===== config.mk =====
export PLATFORM = sky130hd
export DESIGN_NAME = mem_access_flat
export DESIGN_NICKNAME = d
export VERILOG_FILES = /design/src/rtl/mem_access_if.sv /design/src/rtl/mem_access.sv /design/src/flat_wrapper.sv
export SDC_FILE = /design/constraint.sdc
export NUM_CORES = 1
export LEC_CHECK = 0
export CORE_MARGIN = 4
export CORE_UTILIZATION = 48
export CTS_CLUSTER_SIZE = 24
export DETAILED_ROUTE_END_ITERATION = 7
export GPL_ROUTABILITY_DRIVEN = 1
export PLACE_DENSITY_LB_ADDON = 0.15
export SYNTH_ARGS = -nofsm -noshare
export SYNTH_HDL_FRONTEND = slang
export SYNTH_SLANG_ARGS = --single-unit
export TNS_END_PERCENT = 5

===== constraint.sdc =====
create_clock -name clk -period 3.3 [get_ports clk]
set_input_delay 0.66 -clock clk [delete_from_list [all_inputs] [get_ports clk]]
set_output_delay 0.66 -clock clk [all_outputs]
set_load 0.05 [all_outputs]

===== src/rtl/mem_access_if.sv =====
// Data-memory request/acknowledge port shared by the memory-access stage and its memory.
interface mem_access_if #(
    parameter int unsigned CPU_WIDTH = 32
);
    logic                 dmem_req;
    logic                 dmem_we;
    logic [CPU_WIDTH-1:0] dmem_addr;
    logic [3:0]           dmem_wstrb;
    logic [CPU_WIDTH-1:0] dmem_wdata;
    logic                 dmem_ack;
    logic [CPU_WIDTH-1:0] dmem_rdata;

    modport master (
        output dmem_req, dmem_we, dmem_addr, dmem_wstrb, dmem_wdata,
        input  dmem_ack, dmem_rdata
    );

    modport slave (
        input  dmem_req, dmem_we, dmem_addr, dmem_wstrb, dmem_wdata,
        output dmem_ack, dmem_rdata
    );
endinterface


===== src/rtl/mem_access.sv =====
// Memory-access pipeline stage: runs loads/stores over the dmem port and
// registers the fields writeback needs to select and extend the result.
module mem_access #(
    parameter int unsigned TIMEOUT      = 16,
    parameter int unsigned CPU_WIDTH    = 32,
    parameter int unsigned FUNCT3_WIDTH = 3
) (
    input  logic                    clk,
    input  logic                    rst,
    input  logic                    ex_valid_i,
    output logic                    ready_o,
    input  logic                    ex_is_load_i,
    input  logic                    ex_is_store_i,
    input  logic [FUNCT3_WIDTH-1:0] ex_funct3_i,
    input  logic [CPU_WIDTH-1:0]    ex_alu_result_i,
    input  logic [CPU_WIDTH-1:0]    ex_store_data_i,
    input  logic [4:0]              ex_rd_i,
    input  logic                    ex_reg_wr_en_i,
    mem_access_if.master            dmem,
    output logic                    wb_valid_o,
    output logic [CPU_WIDTH-1:0]    wb_reg_wr_data_o,
    output logic                    no_writing_mem_o,
    output logic [CPU_WIDTH-1:0]    data_mem_data_o,
    output logic [FUNCT3_WIDTH-1:0] funct3_o,
    output logic [1:0]              mem_addr_index_o,
    output logic [4:0]              rd_o,
    output logic                    reg_wr_en_o,
    output logic                    addr_err_o,
    output logic                    bus_err_o
);

    localparam int unsigned CNT_W = $clog2(TIMEOUT) + 1;

    localparam logic [0:0] IDLE = 1'b0;
    localparam logic [0:0] BUS  = 1'b1;

    logic [0:0]              state, state_n;
    logic [CNT_W-1:0]        count, count_n;

    // Instruction fields held while the bus access is outstanding
    logic                    pend_load, pend_load_n;
    logic                    pend_wr_en, pend_wr_en_n;
    logic [4:0]              pend_rd, pend_rd_n;
    logic [FUNCT3_WIDTH-1:0] pend_f3, pend_f3_n;
    logic [1:0]              pend_idx, pend_idx_n;
    logic [CPU_WIDTH-1:0]    pend_alu, pend_alu_n;

    logic                    req_n, we_n;
    logic [CPU_WIDTH-1:0]    addr_n, wdata_n;
    logic [3:0]              wstrb_n;

    logic                    wb_valid_n, nwm_n, reg_wr_en_n, addr_err_n, bus_err_n;
    logic [CPU_WIDTH-1:0]    wb_data_n, mem_data_n;
    logic [FUNCT3_WIDTH-1:0] f3_out_n;
    logic [1:0]              idx_out_n;
    logic [4:0]              rd_out_n;

    logic [2:0]              f3;
    logic [1:0]              idx;
    logic                    is_mem, f3_ok, align_ok, legal;
    logic [3:0]              st_strb;
    logic [CPU_WIDTH-1:0]    st_data;

    assign ready_o = (state == IDLE);
    assign f3      = 3'(ex_funct3_i);
    assign idx     = ex_alu_result_i[1:0];
    assign is_mem  = ex_is_load_i | ex_is_store_i;

    // Legality of width code and alignment, plus store lane/data generation
    always_comb begin
        f3_ok    = 1'b0;
        align_ok = 1'b1;
        st_strb  = 4'b0000;
        st_data  = ex_store_data_i;
        if (ex_is_load_i && !ex_is_store_i) begin
            f3_ok = (f3 == 3'b000) || (f3 == 3'b001) || (f3 == 3'b010) ||
                    (f3 == 3'b100) || (f3 == 3'b101);
        end else if (ex_is_store_i && !ex_is_load_i) begin
            f3_ok = (f3 == 3'b000) || (f3 == 3'b001) || (f3 == 3'b010);
        end
        case (f3[1:0])
            2'b01:   align_ok = !idx[0];
            2'b10:   align_ok = (idx == 2'b00);
            default: align_ok = 1'b1;
        endcase
        case (f3[1:0])
            2'b00: begin
                st_strb = 4'b0001 << idx;
                st_data = CPU_WIDTH'({4{ex_store_data_i[7:0]}});
            end
            2'b01: begin
                st_strb = idx[1] ? 4'b1100 : 4'b0011;
                st_data = CPU_WIDTH'({2{ex_store_data_i[15:0]}});
            end
            default: begin
                st_strb = 4'b1111;
                st_data = ex_store_data_i;
            end
        endcase
        legal = is_mem && f3_ok && align_ok;
    end

    // Next-state and next-output logic
    always_comb begin
        state_n      = state;
        count_n      = count;
        pend_load_n  = pend_load;
        pend_wr_en_n = pend_wr_en;
        pend_rd_n    = pend_rd;
        pend_f3_n    = pend_f3;
        pend_idx_n   = pend_idx;
        pend_alu_n   = pend_alu;
        req_n        = dmem.dmem_req;
        we_n         = dmem.dmem_we;
        addr_n       = dmem.dmem_addr;
        wstrb_n      = dmem.dmem_wstrb;
        wdata_n      = dmem.dmem_wdata;
        wb_valid_n   = 1'b0;
        addr_err_n   = 1'b0;
        bus_err_n    = 1'b0;
        nwm_n        = no_writing_mem_o;
        reg_wr_en_n  = reg_wr_en_o;
        wb_data_n    = wb_reg_wr_data_o;
        mem_data_n   = data_mem_data_o;
        f3_out_n     = funct3_o;
        idx_out_n    = mem_addr_index_o;
        rd_out_n     = rd_o;

        case (state)
            IDLE: begin
                if (ex_valid_i) begin
                    if (!is_mem || !legal) begin
                        wb_valid_n  = 1'b1;
                        wb_data_n   = ex_alu_result_i;
                        nwm_n       = 1'b0;
                        reg_wr_en_n = is_mem ? 1'b0 : ex_reg_wr_en_i;
                        addr_err_n  = is_mem;
                        f3_out_n    = ex_funct3_i;
                        idx_out_n   = idx;
                        rd_out_n    = ex_rd_i;
                    end else begin
                        state_n      = BUS;
                        count_n      = '0;
                        req_n        = 1'b1;
                        we_n         = ex_is_store_i;
                        addr_n       = {ex_alu_result_i[CPU_WIDTH-1:2], 2'b00};
                        wstrb_n      = ex_is_store_i ? st_strb : 4'b0000;
                        wdata_n      = st_data;
                        pend_load_n  = ex_is_load_i;
                        pend_wr_en_n = ex_reg_wr_en_i;
                        pend_rd_n    = ex_rd_i;
                        pend_f3_n    = ex_funct3_i;
                        pend_idx_n   = idx;
                        pend_alu_n   = ex_alu_result_i;
                    end
                end
            end
            BUS: begin
                if (dmem.dmem_ack || (count == CNT_W'(TIMEOUT - 1))) begin
                    state_n    = IDLE;
                    req_n      = 1'b0;
                    we_n       = 1'b0;
                    wb_valid_n = 1'b1;
                    wb_data_n  = pend_alu;
                    f3_out_n   = pend_f3;
                    idx_out_n  = pend_idx;
                    rd_out_n   = pend_rd;
                    if (dmem.dmem_ack && pend_load) begin
                        mem_data_n  = dmem.dmem_rdata;
                        nwm_n       = 1'b1;
                        reg_wr_en_n = pend_wr_en;
                    end else begin
                        nwm_n       = 1'b0;
                        reg_wr_en_n = 1'b0;
                    end
                    bus_err_n = !dmem.dmem_ack;
                end else begin
                    count_n = count + CNT_W'(1);
                end
            end
            default: state_n = IDLE;
        endcase
    end

    // State and output registers
    always_ff @(posedge clk) begin
        if (rst) begin
            state            <= IDLE;
            count            <= '0;
            pend_load        <= 1'b0;
            pend_wr_en       <= 1'b0;
            pend_rd          <= '0;
            pend_f3          <= '0;
            pend_idx         <= '0;
            pend_alu         <= '0;
            dmem.dmem_req    <= 1'b0;
            dmem.dmem_we     <= 1'b0;
            dmem.dmem_addr   <= '0;
            dmem.dmem_wstrb  <= '0;
            dmem.dmem_wdata  <= '0;
            wb_valid_o       <= 1'b0;
            wb_reg_wr_data_o <= '0;
            no_writing_mem_o <= 1'b0;
            data_mem_data_o  <= '0;
            funct3_o         <= '0;
            mem_addr_index_o <= '0;
            rd_o             <= '0;
            reg_wr_en_o      <= 1'b0;
            addr_err_o       <= 1'b0;
            bus_err_o        <= 1'b0;
        end else begin
            state            <= state_n;
            count            <= count_n;
            pend_load        <= pend_load_n;
            pend_wr_en       <= pend_wr_en_n;
            pend_rd          <= pend_rd_n;
            pend_f3          <= pend_f3_n;
            pend_idx         <= pend_idx_n;
            pend_alu         <= pend_alu_n;
            dmem.dmem_req    <= req_n;
            dmem.dmem_we     <= we_n;
            dmem.dmem_addr   <= addr_n;
            dmem.dmem_wstrb  <= wstrb_n;
            dmem.dmem_wdata  <= wdata_n;
            wb_valid_o       <= wb_valid_n;
            wb_reg_wr_data_o <= wb_data_n;
            no_writing_mem_o <= nwm_n;
            data_mem_data_o  <= mem_data_n;
            funct3_o         <= f3_out_n;
            mem_addr_index_o <= idx_out_n;
            rd_o             <= rd_out_n;
            reg_wr_en_o      <= reg_wr_en_n;
            addr_err_o       <= addr_err_n;
            bus_err_o        <= bus_err_n;
        end
    end

endmodule


===== src/flat_wrapper.sv =====
// flat-port wrapper written by rule: the top's interface ports become plain ports
module mem_access_flat 
#(
    parameter int unsigned TIMEOUT      = 16,
    parameter int unsigned CPU_WIDTH    = 32,
    parameter int unsigned FUNCT3_WIDTH = 3
)
  (clk, rst, ex_valid_i, ready_o, ex_is_load_i, ex_is_store_i, ex_funct3_i, ex_alu_result_i, ex_store_data_i, ex_rd_i, ex_reg_wr_en_i, wb_valid_o, wb_reg_wr_data_o, no_writing_mem_o, data_mem_data_o, funct3_o, mem_addr_index_o, rd_o, reg_wr_en_o, addr_err_o, bus_err_o, dmem_dmem_req, dmem_dmem_we, dmem_dmem_addr, dmem_dmem_wstrb, dmem_dmem_wdata, dmem_dmem_ack, dmem_dmem_rdata);
  mem_access_if #(.CPU_WIDTH(CPU_WIDTH)) dmem_i ();
  input  logic clk;
  input  logic rst;
  input  logic ex_valid_i;
  output logic ready_o;
  input  logic ex_is_load_i;
  input  logic ex_is_store_i;
  input  logic [FUNCT3_WIDTH-1:0] ex_funct3_i;
  input  logic [CPU_WIDTH-1:0] ex_alu_result_i;
  input  logic [CPU_WIDTH-1:0] ex_store_data_i;
  input  logic [4:0] ex_rd_i;
  input  logic ex_reg_wr_en_i;
  output logic wb_valid_o;
  output logic [CPU_WIDTH-1:0] wb_reg_wr_data_o;
  output logic no_writing_mem_o;
  output logic [CPU_WIDTH-1:0] data_mem_data_o;
  output logic [FUNCT3_WIDTH-1:0] funct3_o;
  output logic [1:0] mem_addr_index_o;
  output logic [4:0] rd_o;
  output logic reg_wr_en_o;
  output logic addr_err_o;
  output logic bus_err_o;
  output wire logic [$bits(dmem_i.dmem_req)-1:0] dmem_dmem_req;
  output wire logic [$bits(dmem_i.dmem_we)-1:0] dmem_dmem_we;
  output wire logic [$bits(dmem_i.dmem_addr)-1:0] dmem_dmem_addr;
  output wire logic [$bits(dmem_i.dmem_wstrb)-1:0] dmem_dmem_wstrb;
  output wire logic [$bits(dmem_i.dmem_wdata)-1:0] dmem_dmem_wdata;
  input wire logic [$bits(dmem_i.dmem_ack)-1:0] dmem_dmem_ack;
  input wire logic [$bits(dmem_i.dmem_rdata)-1:0] dmem_dmem_rdata;
  assign dmem_dmem_req = dmem_i.dmem_req;
  assign dmem_dmem_we = dmem_i.dmem_we;
  assign dmem_dmem_addr = dmem_i.dmem_addr;
  assign dmem_dmem_wstrb = dmem_i.dmem_wstrb;
  assign dmem_dmem_wdata = dmem_i.dmem_wdata;
  assign dmem_i.dmem_ack = dmem_dmem_ack;
  assign dmem_i.dmem_rdata = dmem_dmem_rdata;
  mem_access #(.TIMEOUT(TIMEOUT), .CPU_WIDTH(CPU_WIDTH), .FUNCT3_WIDTH(FUNCT3_WIDTH)) u_core (.clk(clk), .rst(rst), .ex_valid_i(ex_valid_i), .ready_o(ready_o), .ex_is_load_i(ex_is_load_i), .ex_is_store_i(ex_is_store_i), .ex_funct3_i(ex_funct3_i), .ex_alu_result_i(ex_alu_result_i), .ex_store_data_i(ex_store_data_i), .ex_rd_i(ex_rd_i), .ex_reg_wr_en_i(ex_reg_wr_en_i), .dmem(dmem_i), .wb_valid_o(wb_valid_o), .wb_reg_wr_data_o(wb_reg_wr_data_o), .no_writing_mem_o(no_writing_mem_o), .data_mem_data_o(data_mem_data_o), .funct3_o(funct3_o), .mem_addr_index_o(mem_addr_index_o), .rd_o(rd_o), .reg_wr_en_o(reg_wr_en_o), .addr_err_o(addr_err_o), .bus_err_o(bus_err_o));
endmodule

After elaboration in Yosys (flattened, before gate mapping) --
Index checks and enable logic that the tools add are counted.
Word-level totals: bits in read-only memories 0, RAM bits 0, input bits 111, bits in latches 0, memories 0, output and inout port bits 150, word-level logic and storage cells 122, bits in registers 197
Cells by class: reductions and logical operators 27, div/mod/pow operators 0, shifts and indexed selects 1, bitwise operators 5, order comparisons 0, eq/ne operators 12, multiply operators 0, add/sub/neg operators 1, muxes and demuxes 53
Operators with widths (number):
- one-hot mux 32 bit (2 select lines) | 2
- 2-to-1 mux 32 bit | 3
- 2-to-1 mux 5 bit | 6
- 2-to-1 mux 1 bit | 22
- one-hot mux 5 bit (2 select lines) | 2
- AND reduction 3 bit | 5
- one-hot mux 1 bit (2 select lines) | 7
- 2-to-1 mux 3 bit | 3
- 2-to-1 mux 4 bit | 2
- inequality test 2 bit, second input constant | 4
- one-hot mux 4 bit (2 select lines) | 1
- equality test 3 bit, second input constant | 2
- zero test 1 bit | 6
- logical OR 1 bit | 6
- 2-to-1 mux 2 bit | 3
- one-hot mux 3 bit (2 select lines) | 1
- adder 5 x 1 -> 5 bit, second input constant | 1
- equality test 5 x 4 -> 1 bit, second input constant | 1
- logical AND 1 bit | 5
- zero test 2 bit | 2
- inverter 1 bit | 4
- one-hot mux 2 bit (2 select lines) | 1
- OR reduction 4 bit | 1
- << shifter 1 x 2 -> 4 bit, first input constant | 1
- 8 further kinds | 8

Longest topological paths before layout --
Gate-level depths: netlist (run 1).
depth after elaboration 13, mapped depth 9, gate-level depth less buffers 8

Worst setup path before layout (run 1) --
No wires, ideal clock.
path kind input to register, start input port ex_funct3_i[1], end register u_core.funct3_o[0], buffers on the path 1, stages 8, data required time 3.167 ns, slack 0.892 ns, data arrival time 2.275 ns, library setup time 0.133 ns, path through inv_1 ha_1 or2_1 o22ai_1 o21ai_1 nand2_1 buf_1 a21oi_1
Between the ends: cells in the longest elaborated chain, start to end 12, elaborated cells on any way between the ends 20, those cells by class eq/ne: 7; mux: 3; reduce/logical: 10
RTL lines:
- start: declaration | RTL line flat_wrapper.sv:16 | input logic [FUNCT3_WIDTH-1:0] ex_funct3_i;
- equality test 3 x 1 -> 1 bit or zero test 3 bit (tied branches) | RTL line mem_access.sv:76, mem_access.sv:79
- logical OR 1 bit (2 in series) | RTL line mem_access.sv:76, mem_access.sv:79
- logical OR 1 bit | RTL line mem_access.sv:76 | f3_ok = (f3 == 3'b000) || (f3 == 3'b001) || (f3 == 3'b010) ||
- logical OR 1 bit | RTL line mem_access.sv:77 | (f3 == 3'b100) || (f3 == 3'b101);
- 2-to-1 mux 1 bit | RTL line mem_access.sv:75 | if (ex_is_load_i && !ex_is_store_i) begin
- logical AND 1 bit | RTL line mem_access.sv:100 | legal = is_mem && f3_ok && align_ok;
- logical AND 1 bit (*) | RTL line mem_access.sv:100
- zero test 1 bit (*) | RTL line mem_access.sv:132 | if (!is_mem || !legal) begin
- logical OR 1 bit (*) | RTL line mem_access.sv:132
- inequality test 2 x 1 -> 1 bit (no source line) (*)
- AND reduction 3 bit (no source line) (*)
- end signal: assignment | RTL line mem_access.sv:229 | funct3_o <= f3_out_n;
- end: declaration | RTL line mem_access.sv:24 | output logic [FUNCT3_WIDTH-1:0] funct3_o,
Mark *: on every way between the ends. The rest lies on a longest branch, timed or not. A chain may end at the register's enable or synchronous reset.

Final worst setup path (run 1) --
start input port ex_funct3_i[0], end register u_core.pend_rd[2]
Between the ends: cells in the longest elaborated chain, start to end 12, elaborated cells on any way between the ends 20, those cells by class eq/ne: 6; mux: 3; bitwise: 1; reduce/logical: 10
RTL lines:
- equality test 3 x 1 -> 1 bit or zero test 3 bit (tied branches) | RTL line mem_access.sv:76, mem_access.sv:79
- logical OR 1 bit (2 in series) | RTL line mem_access.sv:76, mem_access.sv:79
- logical OR 1 bit | RTL line mem_access.sv:76
- logical OR 1 bit | RTL line mem_access.sv:77
- 2-to-1 mux 1 bit | RTL line mem_access.sv:75
- logical AND 1 bit | RTL line mem_access.sv:100
- logical AND 1 bit (*) | RTL line mem_access.sv:100
- zero test 1 bit (*) | RTL line mem_access.sv:132
- logical OR 1 bit (*) | RTL line mem_access.sv:132
- inverter 1 bit (no source line) (*)
- AND reduction 3 bit (no source line) (*)
- end signal: assignment | RTL line mem_access.sv:216 | pend_rd <= pend_rd_n;
- end: declaration | RTL line mem_access.sv:43 | logic [4:0] pend_rd, pend_rd_n;
Marked as above.

==> results of run 1 <==
==> synthesized netlist by cell type (all sizes together), types with 8 or more instances <==
cell,instances
mux2i,40
nor3,12
o21ai,8
a211oi,18
a31o,41
nand2,191
nor2,33
inv,48
a311oi,8
nand3,10
clkbuf,51
buf,47
a22o,8
a21oi,141
dfxtp,163
==> cell type report <==
| class | count | area share |
|---|---|---|
| Sequential cell | 163 | 0.327 |
| Multi-Input combinational cell | 534 | 0.297 |
| Timing Repair Buffer | 280 | 0.280 |
| Clock buffer | 27 | 0.0504 |
| Tap cell | 180 | 0.0226 |
| Inverter | 48 | 0.0180 |
| Clock inverter | 4 | 0.00476 |
==> worst register-to-register path: stages, from the launching register on <==
cell and delay (ps):
dfxtp_1 330, ha_1 210, and3_1 200, ha_1 210
nor2_1 230, nor2_1 130, a31oi_4 330, buf_4 360
a31o_2 210, a21oi_1 50
==> report_power, final <==
part / internal (mW) / switching [mW] / total, mW
logic: 0.438 / 0.679 / 1.12
clock network: 1.11 / 0.733 / 1.85
registers: 2.07 / 0.0550 / 2.12
total: 3.62 / 1.47 / 5.09
==> kinds of logic (layout without fill, tap and decap cells) <==
family / count (synthesis) / count (layout) / share of synthesized area
AO/OA/AOI/OAI: 230 / 230 / 0.210
XOR/XNOR: 2 / 2 / 0.00254
adder cells (fa/ha/maj): 5 / 5 / 0.00908
buffers and inverters: 146 / 359 / 0.0999
flip-flops: 163 / 163 / 0.474
multiplexers: 40 / 40 / 0.0581
other: 1 / 2 / 0.000544
AND/OR/NAND/NOR: 255 / 255 / 0.146
==> per-layer routing <==
metal	track usage	vias to the layer above	wire length [um]
li1	-	3203	-
met3	0.0825	11	1690
met1	0.291	3029	8180
met5	0	-	0
met2	0.398	210	9740
met4	0.0574	0	142
==> state kept, by name (all words and copies together) (netlist names), 3 cells and up <==
register / cells
u_core.wb_reg_wr_data_o: 31
u_core.rd_o: 5
u_core.data_mem_data_o: 32
u_core.dmem.dmem_wstrb: 4
u_core.pend_alu: 31
u_core.dmem.dmem_wdata: 32
u_core.pend_rd: 5
u_core.count: 5
u_core.funct3_o: 3
u_core.pend_f3: 3
==> path summary, 6_finish.rpt <==
kind,from,end,depth (start not counted)
max reg2reg,u_core.count[0],u_core.wb_reg_wr_data_o[23],9
max,ex_funct3_i[0],u_core.pend_rd[2],9
min reg2reg,u_core.data_mem_data_o[26],u_core.data_mem_data_o[26],2
min,u_core.data_mem_data_o[26],u_core.data_mem_data_o[26],2
==> metrics by stage <==
stage	instances	hold WS, ps	cell area, sq um	power [mW]
2_1_floorplan	843	436	6890	2.85
3_3_place_gp	1205	439	9430	3.27
3_5_place_dp	1205	445	9430	3.28
4_1_cts	1236	453	9980	5.12
5_1_grt	1236	469	9980	5.27
6_report	1236	452	9980	5.09
==> key figures, run 1 <==
Global routing
  – Vias in the first global route: 6180
  – Grt total ovfl: 0
  – Largest net degree at the start of global routing: 72
  – First-pass GRT wire length: 31200 um
  – Antenna violations before repair: 0
  – Overall global routing resource usage: 0.237

Clocking
  – Htree depth: 4
  – Clock latency at the later pin of the worst-skew pair: 420 ps
  – Post-CTS setup buffers: 0
  – Post-CTS Hold Fix Bufs: 0
  – Clk root buf: clkbuf_16
  – Clk buf depth: 2
  – TritonCTS clock tree: built
  – Worst-path clk slew: 60 ps
  – PostCTS Resize Cnt: 0
  – CTS Buf Count: 17
  – Clock Sinks: 163

Floorplanning
  – Die X: 128 um
  – Core box area: 14000 sq um
  – I/O Pins: 261
  – Die Area: 16300 sq um
  – Initial core utilization: 0.492
  – Die height: 128 um
  – Rows: 43

Timing
  – Clock Skew: 5.41 ps
  – Setup_tns: 0 ps
  – Final Slew Violations: 0
  – Fmax: 361 MHz
  – Period minus WS final: 2770 ps
  – Unrepaired setup endpoints after global routing: no
  – Final setup viols: 0
  – Max_slew headroom: 0.489
  – Crit share post-route: 0.839
  – Final worst-path setup slack: 532 ps
  – Hold Violations, Final: 0
  – Slew @ Worst Pin: 766 ps

Yosys
  – Yosys Warn Count: 0
  – Synthesized instance count: 842
  – Seq cells post-synth: 163
  – Synth top area share: 0.474
  – Netlist cell types: 32
  – Synthesized area per cell: 8.18 sq um
  – Ys async rst share: 0
  – Post-synthesis cell area: 6890 sq um
  – Synth area leader: dfxtp_1
  – Most frequently used flop master after synthesis: dfxtp_1
  – Synth area leaders: dfxtp_1 (47%), nand2_1 (10%), a21oi_1 (10%), mux2i_1 (5.8%), a31o_2 (5.2%)
  – Seq/Total Area, Yosys: 0.474
  – Number of synthesized flops with an enable pin: 0

Route
  – Drt first pass iters: 5
  – Antenna Violating Nets Remaining: 0
  – Detailed-route wire length per cell: 16.0 um
  – Residual DRC: 0
  – Iter 0 DRT Violations: 386
  – WL final: 19700 um
  – Number of vias per cell: 5.22
  – Vias: 6453

Worst setup path
  – Critical path endpoint category: flip-flop
  – Crit path buf inv count: 3
  – Internal reg-to-reg setup slack: 920 ps
  – Crit path DAT: 3110 ps
  – Critical path, cell by cell: clkdlybuf4s50_1, inv_1, ha_1, or2_1, o22ai_1, a2111o_2, buf_4, nand2_1, a21oi_1
  – CP max FO: 29
  – Peak per-stage delay on the critical path: 550 ps
  – Kind of critical path: input port to flip-flop
  – Slowest-stage cell, CP: clkdlybuf4s50_1
  – WP data required: 3640 ps
  – CP startpoint kind: input port
  – CP delay by family, top: buffers and inverters

Outcome
  – Status: finished, final reports clean

Final layout
  – Layout area overhead: 44.9%
  – Area of the multi-input gates: 2970 sq um
  – Fraction of layout cells with a size suffix above 1: 0.0890
  – Commonest non-fill, non-tap cell in the layout: clkdlybuf4s50_1
  – Most frequent cells in the layout: clkdlybuf4s50_1 (257), nand2_1 (191), dfxtp_1 (162)
  – Layout Utilization: 0.714
  – Final #Nets: 1160
  – Fillers: 1110
  – Reg area: 3260 sq um
  – Antenna Cells: 0

Placement
  – Gpl congestion: 0.766
  – Dpl hpwl: 13600 um
  – Port bufs: 258
  – Place WS: 122 ps

Worst hold path
  – Hold crit path type: flip-flop to flip-flop

Job
  – MaxCap Viol Count: 0

Power
  – Power per standard cell area: 510 nW/um^2
  – Max rail drop VDD: 387 uV
  – Leakage power: 3.51 nW
No activity file was read; power rests on OpenSTA's default activity.
==> run 2: changes to the inputs <==
--- a/config.mk
+++ b/config.mk
@@ -6,7 +6,7 @@
 export NUM_CORES = 1
 export LEC_CHECK = 0
 export CORE_MARGIN = 4
-export CORE_UTILIZATION = 48
+export CORE_UTILIZATION = 40
 export CTS_CLUSTER_SIZE = 24
 export DETAILED_ROUTE_END_ITERATION = 7
 export GPL_ROUTABILITY_DRIVEN = 1
==> constraint.sdc (replaced) <==
create_clock -name clk -period 2.5 [get_ports clk]
set_input_delay 0.5 -clock clk [delete_from_list [all_inputs] [get_ports clk]]
set_output_delay 0.5 -clock clk [all_outputs]
set_load 0.05 [all_outputs]
==> run 2 against run 1 <==
Compared with the run above:
- via count rose by 1.3%
- global-route usage down 3.5 points
- die area is 19% higher
- register-to-register slack got worse by 480 ps
- total power grew 33%
- clock skew increased by 1.6 ps
- sequential share of layout area is 1.2 points lower
- utilization shrank 9.2 points
==> key figures, run 2 (synthesis gave the netlist of run 1 again) <==
Route
  – Antenna Violating Nets Remaining: 0 (unchanged)
  – Drt first pass iters: 5 (unchanged)
  – WL final: 20600 um (was 19700 um)
  – Iter 0 DRT Violations: 307 (was 386)
  – Vias: 6540 (was 6453)
  – Number of vias per cell: 5.01 (was 5.22)
  – Detailed-route wire length per cell: 15.8 um (was 16.0 um)
  – Residual DRC: 0 (unchanged)

Timing
  – Hold Violations, Final: 0 (unchanged)
  – Crit share post-route: 0.921
  – Max_slew headroom: 0.480 (was 0.489)
  – Final setup viols: 0 (unchanged)
  – Fmax: 434 MHz
  – Final Slew Violations: 0 (unchanged)
  – Clock Skew: 7.04 ps (was 5.41 ps)
  – Unrepaired setup endpoints after global routing: no (unchanged)
  – Slew @ Worst Pin: 780 ps (was 766 ps)
  – Period minus WS final: 2300 ps
  – Final worst-path setup slack: 198 ps (was 532 ps)

Placement
  – Place WS: -306 ps (was 122 ps)
  – Dpl hpwl: 14400 um (was 13600 um)
  – Port bufs: 258 (unchanged)
  – Gpl congestion: 0.758 (was 0.766)

Floorplanning
  – Die X: 139 um (was 128 um)
  – Rows: 47 (was 43)
  – Die height: 139 um (was 128 um)
  – Core box area: 16700 sq um (was 14000 sq um)
  – Die Area: 19400 sq um (was 16300 sq um)
  – I/O Pins: 261 (unchanged)
  – Initial core utilization: 0.412 (was 0.492)

Worst setup path
  – CP startpoint kind: flip-flop (was input port)
  – Internal reg-to-reg setup slack: 440 ps (was 920 ps)
  – WP data required: 2000 ps (was 3640 ps)
  – Reg2reg end: u_core.wb_reg_wr_data_o[13] (was u_core.wb_reg_wr_data_o[23])
  – Critical path, cell by cell: inv_1, clkdlybuf4s50_1 (was clkdlybuf4s50_1, inv_1, ha_1, or2_1, o22ai_1, a2111o_2, buf_4, nand2_1, a21oi_1)
  – Critical path endpoint category: output port (was flip-flop)
  – Worst r2r src: u_core.count[0] (unchanged)
  – CP max FO: 5 (was 29)
  – Crit path DAT: 1800 ps (was 3110 ps)
  – R2R depth: 9 (unchanged)
  – Peak per-stage delay on the critical path: 880 ps (was 550 ps)
  – Slowest-stage cell, CP: clkdlybuf4s50_1 (unchanged)
  – Kind of critical path: flip-flop to output port (was input port to flip-flop)

Worst hold path
  – Hold Path Origin: u_core.dmem.dmem_wstrb[2] (was u_core.data_mem_data_o[26])
  – Hold crit path type: flip-flop to flip-flop (unchanged)
  – Hold path depth: 2 (unchanged)
  – Hold Path End: u_core.dmem.dmem_wstrb[2] (was u_core.data_mem_data_o[26])

Clocking
  – Clk root buf: clkbuf_16 (unchanged)
  – CTS Buf Count: 17 (unchanged)
  – Clock Sinks: 163 (unchanged)
  – Clk buf depth: 2 (unchanged)
  – TritonCTS clock tree: built (unchanged)
  – Htree depth: 4 (unchanged)
  – Worst-path clk slew: 70 ps (was 60 ps)
  – Clock latency at the later pin of the worst-skew pair: 420 ps (about the same)

Outcome
  – Status: finished, final reports clean (unchanged)

Final layout
  – Final #Nets: 1188 (was 1160)
  – Most frequent cells in the layout: clkdlybuf4s50_1 (255), nand2_1 (191), dfxtp_1 (162) (was clkdlybuf4s50_1 (257), nand2_1 (191), dfxtp_1 (162))
  – Fraction of layout cells with a size suffix above 1: 0.119 (was 0.0890)
  – Fillers: 1493 (was 1110)
  – Commonest non-fill, non-tap cell in the layout: clkdlybuf4s50_1 (unchanged)
  – Layout area overhead: 50.7% (was 44.9%)
  – Largest registers: u_core.data_mem_data_o (32), u_core.dmem.dmem_wdata (32) (unchanged)

Global routing
  – Vias in the first global route: 6172 (was 6180)
  – Overall global routing resource usage: 0.201 (was 0.237)
  – Antenna violations before repair: 1 (was 0)
  – Largest net degree at the start of global routing: 59 (was 72)
  – First-pass GRT wire length: 32200 um (was 31200 um)
  – Grt total ovfl: 0 (unchanged)

Power
  – Total power: 6.79 mW (was 5.09 mW)
  – Max rail drop VDD: 457 uV (was 387 uV)
  – Power per standard cell area: 654 nW/um^2 (was 510 nW/um^2)
  – Leakage power: 3.69 nW (was 3.51 nW)

Job
  – MaxCap Viol Count: 0 (unchanged)
-- run 2: cell count changes in the layout (fill, tap and decap cells not counted), sizes merged --
cell,change
buf,+27
dlymetal6s2s,+2
clkinvlp,+3
diode,+1
inv,+6
clkdlybuf4s50,-2
bufinv,-1
clkbuf,-6
-- run 2: per-layer routing --
layer  GRT usage  part of all wire  routed length [um]  vias up
met5           0                 0                   0        -
met4      0.0695             0.020                 416        0
met3      0.0714             0.080                1650       25
met2       0.331              0.48                9870      206
met1       0.245              0.42                8680     3040
li1            -                 -                   -     3269
-- run 2: worst max path at each step --
stage / start / end / slack [ps] / depth (start not counted)
after floorplan: ex_funct3_i[1] / u_core.funct3_o[0] / 250 / 8
after detailed placement: ex_funct3_i[1] / u_core.dmem.dmem_wdata[17] / -310 / 9
final: u_core.state / ready_o / 200 / 2
after global placement: ex_funct3_i[0] / u_core.wb_reg_wr_data_o[17] / -250 / 10
after CTS: ex_funct3_i[1] / u_core.pend_alu[7] / 150 / 10
after global routing: u_core.state / ready_o / 140 / 2
-- run 2: cell type report --
type	count	area, sq um	share of cell area
Antenna cell	1	2.50	0.000241
Clock buffer	20	457	0.0440
Clock inverter	12	96.3	0.00928
Inverter	48	180	0.0174
Multi-Input combinational cell	534	2970	0.286
Sequential cell	163	3260	0.315
Tap cell	220	275	0.0265
Timing Repair Buffer	308	3130	0.302
-- run 2: power by group --
part | internal [mW] | total, mW | switching, mW
combinational | 0.633 | 1.54 | 0.911
sequential | 2.73 | 2.80 | 0.0740
clock | 1.34 | 2.44 | 1.10
-- run 2: worst max-delay path, delay by kind of cell (launching register included) --
family   cells  cell delay, ps
buf+inv      2            1060
flops        1             320
-- run 2: what timing repair did --
item	in CTS	in global routing
hold buffers	0	0
gates resized for setup	0	6
endpoints found under the hold margin	0	0
buffers inserted	0	4
setup endpoints to repair	0	16
-- run 2: metrics by stage --
stage               hold WS [ps]  cells  utilization  cell area (sq um)  TNS, ps
global placement             440   1266        0.583               9740   -26940
detailed placement           443   1266        0.583               9740   -31860
floorplan                    436    843            -               6890        0
global route                 467   1306        0.621              10400        0
finish                       450   1306        0.621              10400        0
CTS                          452   1298        0.616              10300        0
==> run 3: changes to the inputs <==
--- a/config.mk
+++ b/config.mk
@@ -10,6 +10,7 @@
 export CTS_CLUSTER_SIZE = 24
 export DETAILED_ROUTE_END_ITERATION = 7
 export GPL_ROUTABILITY_DRIVEN = 1
+export MAX_ROUTING_LAYER = met4
 export PLACE_DENSITY_LB_ADDON = 0.15
 export SYNTH_ARGS = -nofsm -noshare
 export SYNTH_HDL_FRONTEND = slang
==> run 3 against run 2 <==
Compared with the run above:
- utilization about the same
- combinational power barely moved
- count of clock-buffer cells in the layout unchanged
- clock skew is essentially flat
- hold slack lost 0.69 ps
- sequential cell count unchanged
==> key figures, run 3 (synthesis gave the netlist of run 1 again) <==
Worst setup path
  – Critical path endpoint category: output port (unchanged)
  – CP startpoint kind: flip-flop (unchanged)
  – Slowest-stage cell, CP: clkdlybuf4s50_1 (unchanged)
  – Worst r2r src: u_core.count[0] (unchanged)
  – Kind of critical path: flip-flop to output port (unchanged)
  – Peak per-stage delay on the critical path: 880 ps (about the same)
  – WP data required: 2000 ps (about the same)
  – Crit. Startpoint: u_core.state (unchanged)
  – Crit path DAT: 1790 ps (was 1800 ps)
  – CP max FO: 5 (unchanged)
  – Critical path, cell by cell: inv_1, clkdlybuf4s50_1 (unchanged)

Timing
  – Final Slew Violations: 0 (unchanged)
  – Setup_tns: 0 ps (unchanged)
  – Final setup viols: 0 (unchanged)
  – Hold Violations, Final: 0 (unchanged)
  – Clock Skew: 7.33 ps (was 7.04 ps)
  – Slew @ Worst Pin: 785 ps (was 780 ps)
  – Crit share post-route: 0.915 (was 0.921)
  – Fmax: 437 MHz (was 434 MHz)
  – Period minus WS final: 2290 ps (was 2300 ps)
  – Unrepaired setup endpoints after global routing: no (unchanged)
  – Max_slew headroom: 0.477 (was 0.480)

Final layout
  – Layout area overhead: 50.7% (about the same)
  – Largest registers: u_core.data_mem_data_o (32), u_core.dmem.dmem_wdata (32) (unchanged)
  – Fraction of layout cells with a size suffix above 1: 0.119 (unchanged)
  – Commonest non-fill, non-tap cell in the layout: clkdlybuf4s50_1 (unchanged)
  – Final Cell Area: 10400 sq um (about the same)
  – Fin cells: 1307 (was 1306)
  – Most frequent cells in the layout: clkdlybuf4s50_1 (255), nand2_1 (191), dfxtp_1 (162) (unchanged)
  – Final #Nets: 1188 (unchanged)

Power
  – Psw: 2.09 mW (was 2.08 mW)
  – Sequential fraction of design power: 0.413 (about the same)
  – Power per standard cell area: 654 nW/um^2 (about the same)
  – Max rail drop VDD: 458 uV (was 457 uV)
  – Clock power frac: 0.360 (was 0.359)
  – Leakage power: 3.69 nW (about the same)
  – Gate power share: 0.227 (was 0.228)
  – Sw Ratio: 0.307 (about the same)
  – Internal power: 4.71 mW (about the same)
  – Total power: 6.79 mW (about the same)

Clocking
  – Worst-path clk slew: 60 ps (was 70 ps)
  – TritonCTS clock tree: built (unchanged)
  – Clock latency at the later pin of the worst-skew pair: 420 ps (about the same)
  – Clock Sinks: 163 (unchanged)
  – CTS Buf Count: 17 (unchanged)
  – Htree depth: 4 (unchanged)
  – Clk buf depth: 2 (unchanged)
  – Clk root buf: clkbuf_16 (unchanged)
  – Post-CTS Hold Fix Bufs: 0 (unchanged)

Floorplanning
  – Core box area: 16700 sq um (unchanged)
  – Die X: 139 um (unchanged)
  – I/O Pins: 261 (unchanged)
  – Die Area: 19400 sq um (unchanged)
  – Initial core utilization: 0.412 (unchanged)
  – Die height: 139 um (unchanged)
  – Rows: 47 (unchanged)

Placement
  – Gpl congestion: 0.770 (was 0.758)
  – Port bufs: 258 (unchanged)
  – Placed cell count: 1266 (unchanged)
  – Post-DP Area: 9740 sq um (unchanged)
  – Dpl hpwl: 14400 um (unchanged)

Global routing
  – Largest net degree at the start of global routing: 59 (unchanged)
  – First-pass GRT wire length: 32200 um (about the same)
  – Vias in the first global route: 6192 (was 6172)
  – Overall global routing resource usage: 0.207 (was 0.201)
  – Antenna violations before repair: 2 (was 1)
  – Grt total ovfl: 0 (unchanged)

Outcome
  – Status: finished, final reports clean (unchanged)

Worst hold path
  – Hold Path Origin: u_core.dmem.dmem_wstrb[2] (unchanged)
  – Hold crit path type: flip-flop to flip-flop (unchanged)

Route
  – Number of vias per cell: 5.01 (about the same)
  – WL final: 20700 um (was 20600 um)
  – Detailed-route wire length per cell: 15.8 um (about the same)
  – Drt first pass iters: 5 (unchanged)
  – Vias: 6549 (was 6540)
  – Antenna Violating Nets Remaining: 0 (unchanged)
  – Iter 0 DRT Violations: 312 (was 307)
  – Residual DRC: 0 (unchanged)

Job
  – MaxCap Viol Count: 0 (unchanged)
-- run 3: layout make-up --
type                    instances  area (sq um)
fillers                      1493          6320
flip-flops and latches        163          3260
repair buffers                308          3130
multi-input cells             534          2970
clock buffers                  20           457
well taps                     220           275
inverters                      48           180
clock inverters                12          96.3
diodes                          2          5.00
-- run 3: power groups by stage --
stage	clock network [mW]	logic, mW	registers, mW
finish	2.44	1.54	2.80
global placement	0	1.53	2.86
floorplan	0	0.534	3.23
detailed placement	0	1.54	2.86
global route	2.60	1.64	2.82
CTS	2.50	1.54	2.81
-- run 3: metal layers --
metal | vias up | global-route usage | share of wire
li1 | 3265 | - | -
met1 | 3052 | 0.255 | 0.43
met2 | 210 | 0.329 | 0.48
met3 | 22 | 0.0593 | 0.070
met4 | 0 | 0.0695 | 0.018
met5 | - | - | 0
-- run 3: per-stage QoR --
stage	worst slack, ps	util	hold WS (ps)
floorplan	252	-	436
detailed placement	-306	0.583	443
CTS	152	0.616	452
global placement	-249	0.583	440
global route	141	0.622	467
finish	211	0.622	450
-- run 3: worst paths after layout --
check | slack, ps | endpoint | cells past startpoint
max reg2reg | 470 | u_core.wb_reg_wr_data_o[13] | 9
min | 450 | u_core.dmem.dmem_wstrb[2] | 2
max | 210 | ready_o | 2
min reg2reg | 450 | u_core.dmem.dmem_wstrb[2] | 2
-- run 3: what timing repair did --
action / in CTS / in global routing
endpoints found under the setup margin: 0 / 16
resized for setup: 0 / 6
hold endpoints to repair: 0 / 0
setup buffers: 0 / 4
-- run 3: critical path, delay by kind of cell, from the launching register on --
| family | cells | cell delay, ps |
|---|---|---|
| buf+inv | 2 | 1050 |
| flops | 1 | 320 |
==> RTL edit 1: new RTL, config.mk and constraints of run 2 <==
Remove the register `addr_err_o`: a continuous assignment takes its place, so the output `addr_err_o` follows one clock earlier.
--- a/src/rtl/mem_access.sv
+++ b/src/rtl/mem_access.sv
@@ -206,7 +206,6 @@
             mem_addr_index_o <= '0;
             rd_o             <= '0;
             reg_wr_en_o      <= 1'b0;
-            addr_err_o       <= 1'b0;
             bus_err_o        <= 1'b0;
         end else begin
             state            <= state_n;
@@ -230,10 +229,11 @@
             mem_addr_index_o <= idx_out_n;
             rd_o             <= rd_out_n;
             reg_wr_en_o      <= reg_wr_en_n;
-            addr_err_o       <= addr_err_n;
             bus_err_o        <= bus_err_n;
         end
     end
 
+    assign addr_err_o = addr_err_n;
+
 endmodule
 
Function: changed (a bounded check fails within 4 cycles, from zero or initial values and one cycle with rst high).
==> RTL edit 1 against run 2 <==
- cell area hardly changed
- critical path depth is 7 higher
- area after synthesis is 0.24% lower
- critical endpoint is now addr_err_o
- setup slack worse by 100 ps
- non-clock buffer count is 2 higher
- total power is 1.3% higher
- combinational power is 6% lower
- sequential cell count is 1 lower
- via count is 0.90% lower
- die area is 0.22% lower
- wire length is 0.95% lower
==> RTL edit 1: results <==
global_routing:
  globalRouteMet3Util_pct: 7.72
  globalRouteMet1Util_pct: 25.6
  grt_start_max_net_pins: 50
  track_usage_pct: 20.5
  grt_pass1_wl_microns: 32500
  antenna_found_initial: 1
  grtUsageMet2_pct: 33.4
  grt_pass1_vias: 6230
cts:
  post_cts_resized: 3
  htree_levels: 4
  clock_sinks: 162
  post-cts-setup-buffers: 1
cells_and_area:
  area_growth_pct: 51.0
  seq_share_pct: 31.3
  multi_input_area_share_pct: 28.7
  clockBufferCount: 19
  clk_share_pct: 5.78
  fill_cells: 1516
  buffers: 310
  fin_nets: 1189
  bufAreaShareNonClock_pct: 29.8
  instances_no_fill: 1305
routing:
  route.top_layer_used: "met5"
  wirelength_microns: 20400
  drt-met1-wl_microns: 8850
  drtIter0Drc: 261
  wl_met3_microns: 1740
  dr.pass1.iters: 6
  wl_met2_microns: 9520
placement:
  io_buffers: 258
  dpl.hpwl_microns: 14400
  gp_congestion: 0.788
  preCtsSetupSlack_ps: -313
  placed_area_sq_um: 9770
synthesis:
  synth_commonest_cells: "nand2_1, dfxtp_1, a21oi_1"
  synth_top_flop_cell: "dfxtp_1"
  ys_seq_area_share_pct: 47.2
  ys_top_cells_by_area: "dfxtp_1, nand2_1, a21oi_1"
  syn_inst: 841
  yosysUniqueCellTypes: 31
power:
  p_leak_nw: 3.67
  ir_drop_v: 0.000589
  seqPwrFrac_pct: 40.3
  switchingPower_mw: 1.98
  pg_clk_mw: 2.66
  switching_share_pct: 28.7
min_path:
  hold_path.class: "input port to register"
  hold_depth: 3
worst_setup_path:
  rrSetupSlack_ps: 440
  slowest_stage: "or2_4"
  slowest_delay_ps: 260
sta:
  holdWs_ps: 365
  slew-limit-headroom_pct: 59.4
  period_minus_slack_ps: 2400
run_status:
  outcome: "finished clean"
## RTL edit 1: worst paths after layout
check	start	endpoint
worst max-delay path	ex_funct3_i[1]	addr_err_o
worst min-delay path	ex_funct3_i[0]	u_core.pend_f3[0]
worst max register to register	u_core.count[0]	u_core.wb_reg_wr_data_o[21]
worst min register to register	u_core.data_mem_data_o[19]	u_core.data_mem_data_o[19]
## RTL edit 1: worst max-delay path, delay by kind of cell
| kind | cells | cell delay, ps |
|---|---|---|
| adders and majority gates | 1 | 180 |
| buffers and inverters | 4 | 600 |
| and+or+nand+nor | 2 | 420 |
| AOI/OAI and AO/OA | 2 | 190 |
## RTL edit 1: logic make-up after synthesis
family                     Yosys count  synth area share (%)
muxes                               40                  5.83
xor gates and xnor gates             2                 0.255
other                                1                0.0546
AOI/OAI and AO/OA                  231                  21.1
DFF                                162                  47.2
adders and majority gates            5                 0.910
and+or+nand+nor                    254                  14.6
buffers and inverters              146                  10.1
==> RTL edit 2: new RTL, flow settings as in run 2 <==
Made on the original files. `CPU_WIDTH` is set to 32 in 3 places; all go to 48.
--- a/src/rtl/mem_access_if.sv
+++ b/src/rtl/mem_access_if.sv
@@ -1,6 +1,6 @@
 // Data-memory request/acknowledge port shared by the memory-access stage and its memory.
 interface mem_access_if #(
-    parameter int unsigned CPU_WIDTH = 32
+    parameter int unsigned CPU_WIDTH = 48
 );
     logic                 dmem_req;
     logic                 dmem_we;
--- a/src/rtl/mem_access.sv
+++ b/src/rtl/mem_access.sv
@@ -2,7 +2,7 @@
 // registers the fields writeback needs to select and extend the result.
 module mem_access #(
     parameter int unsigned TIMEOUT      = 16,
-    parameter int unsigned CPU_WIDTH    = 32,
+    parameter int unsigned CPU_WIDTH    = 48,
     parameter int unsigned FUNCT3_WIDTH = 3
 ) (
     input  logic                    clk,
--- a/src/flat_wrapper.sv
+++ b/src/flat_wrapper.sv
@@ -2,7 +2,7 @@
 module mem_access_flat 
 #(
     parameter int unsigned TIMEOUT      = 16,
-    parameter int unsigned CPU_WIDTH    = 32,
+    parameter int unsigned CPU_WIDTH    = 48,
     parameter int unsigned FUNCT3_WIDTH = 3
 )
   (clk, rst, ex_valid_i, ready_o, ex_is_load_i, ex_is_store_i, ex_funct3_i, ex_alu_result_i, ex_store_data_i, ex_rd_i, ex_reg_wr_en_i, wb_valid_o, wb_reg_wr_data_o, no_writing_mem_o, data_mem_data_o, funct3_o, mem_addr_index_o, rd_o, reg_wr_en_o, addr_err_o, bus_err_o, dmem_dmem_req, dmem_dmem_we, dmem_dmem_addr, dmem_dmem_wstrb, dmem_dmem_wdata, dmem_dmem_ack, dmem_dmem_rdata);
Interface: changed (7 resized); port bits go from 261 to 373. The function was not compared with the original's and may differ.
==> RTL edit 2 against run 2 <==
- clock skew about the same
- worst hold slack got worse by 180 ps
- clock power increased by 61%
- utilization decreased by 1.2 points
- cell area increased by 39%
- sequential cell count increased by 64
- area after synthesis increased by 40%
- wire length increased by 49%
- setup slack improved by 35 ps
- sequential share of layout area increased by 0.16 points
- total power increased by 43%
==> RTL edit 2: results <==
run_status:
  outcome: "finished clean"
cts:
  insertion_delay_ps: 520
  clock_sinks: 227
  clock_path_buffers: 3
  post_cts_resized: 1
  post-cts-setup-buffers: 0
  clk_pin_slew_ps: 60
  htree_levels: 1
min_path:
  hold_path.class: "input port to register"
  min-delay-start: "rst"
cells_and_area:
  clk_share_pct: 6.23
  drive_above_1_share_pct: 8.50
  utilization_pct: 60.9
  inverters: 7
  multi_input_gates: 725
  clockBufferCount: 40
  buffers: 417
  antenna_cells: 2
  fill_cells: 2113
  reg_top3: "u_core.data_mem_data_o: 48 flops, u_core.dmem.dmem_wdata: 48 flops"
  fin_nets: 1568
  multi_input_area_sq_um: 4320
global_routing:
  grt_pass1_wl_microns: 47800
  grt_start_max_net_pins: 80
  track_usage_pct: 22.1
  antenna_found_initial: 2
  grt_pass1_vias: 8727
worst_setup_path:
  rrSetupSlack_ps: 530
  cp_max_fo: 3
  crit_path_end: "dmem_dmem_addr[28]"
  rr_worst_depth: 8
  r2r-end: "u_core.wb_reg_wr_data_o[2]"
  startpoint: "u_core.pend_alu[28]"
  cp.arrival_ps: 1770
power:
  p_leak_nw: 5.14
  ir_drop_v: 0.000552
synthesis:
  ys_seq_area_share_pct: 47.2
  syn_area_per_cell_sq_um: 8.76
  synth-compound-area-share_pct: 21.4
  synth_xor_area_share_pct: 0.182
  synthMuxAreaShare_pct: 6.65
  ys_top_cells_by_area: "dfxtp_1, a21oi_1, nand2_1"
  synth_fa_ha_area_share_pct: 0.650
sta:
  finClkSkew_ps: 7.35
  fmax_ghz: 0.441
  worstMarginPinSlew_ps: 850
routing:
  via_count: 8767
  drtIter0Drc: 482
placement:
  place_inst: 1695
  preCtsSetupSlack_ps: -246
  gp_congestion: 0.784
  dpl.hpwl_microns: 21500
  io_buffers: 370
  placed_area_sq_um: 13500
RTL edit 2: cell types whose count changed after synthesis, moves of 16 or more:
cell / before / now
a211oi_1: 18 / 57
a22o_1: 8 / 24
mux2i_1: 40 / 64
a21oi_1: 141 / 196
o2bb2ai_1: 0 / 16
nand2_1: 191 / 237
nand2b_1: 1 / 59
inv_1: 48 / 7
dfxtp_1: 163 / 227
buf_4: 34 / 59
nor2_1: 33 / 11
a31o_2: 41 / 3
RTL edit 2: worst min path at each step:
stage / end / slack (ps) / cells past startpoint
global route: u_core.pend_alu[0] / 260 / 2
CTS: u_core.pend_alu[0] / 250 / 2
global placement: u_core.pend_wr_en / 440 / 2
floorplan: u_core.pend_wr_en / 440 / 2
finish: u_core.pend_alu[0] / 270 / 2
detailed placement: u_core.data_mem_data_o[26] / 450 / 2
RTL edit 2: logic make-up after synthesis:
| group | count (synthesis) |
|---|---|
| AOI/OAI and AO/OA | 321 |
| xor gates and xnor gates | 2 |
| adders and majority gates | 5 |
| buffers and inverters | 148 |
| DFF | 227 |
| muxes | 64 |
| other | 1 |
| and+or+nand+nor | 331 |
RTL edit 2: report_power, final:
part / total [mW] / switching [mW] / internal, mW
logic: 1.90 / 1.12 / 0.777
clock network: 3.92 / 1.51 / 2.41
registers: 3.87 / 0.0914 / 3.78
total: 9.69 / 2.72 / 6.97
RTL edit 2: routing by layer:
metal	vias up	wire length, microns	track usage [%]
met5	-	0	0
met3	51	2640	7.07
met2	306	14500	36.8
li1	4347	-	-
met1	4063	12900	27.5
met4	0	754	6.21
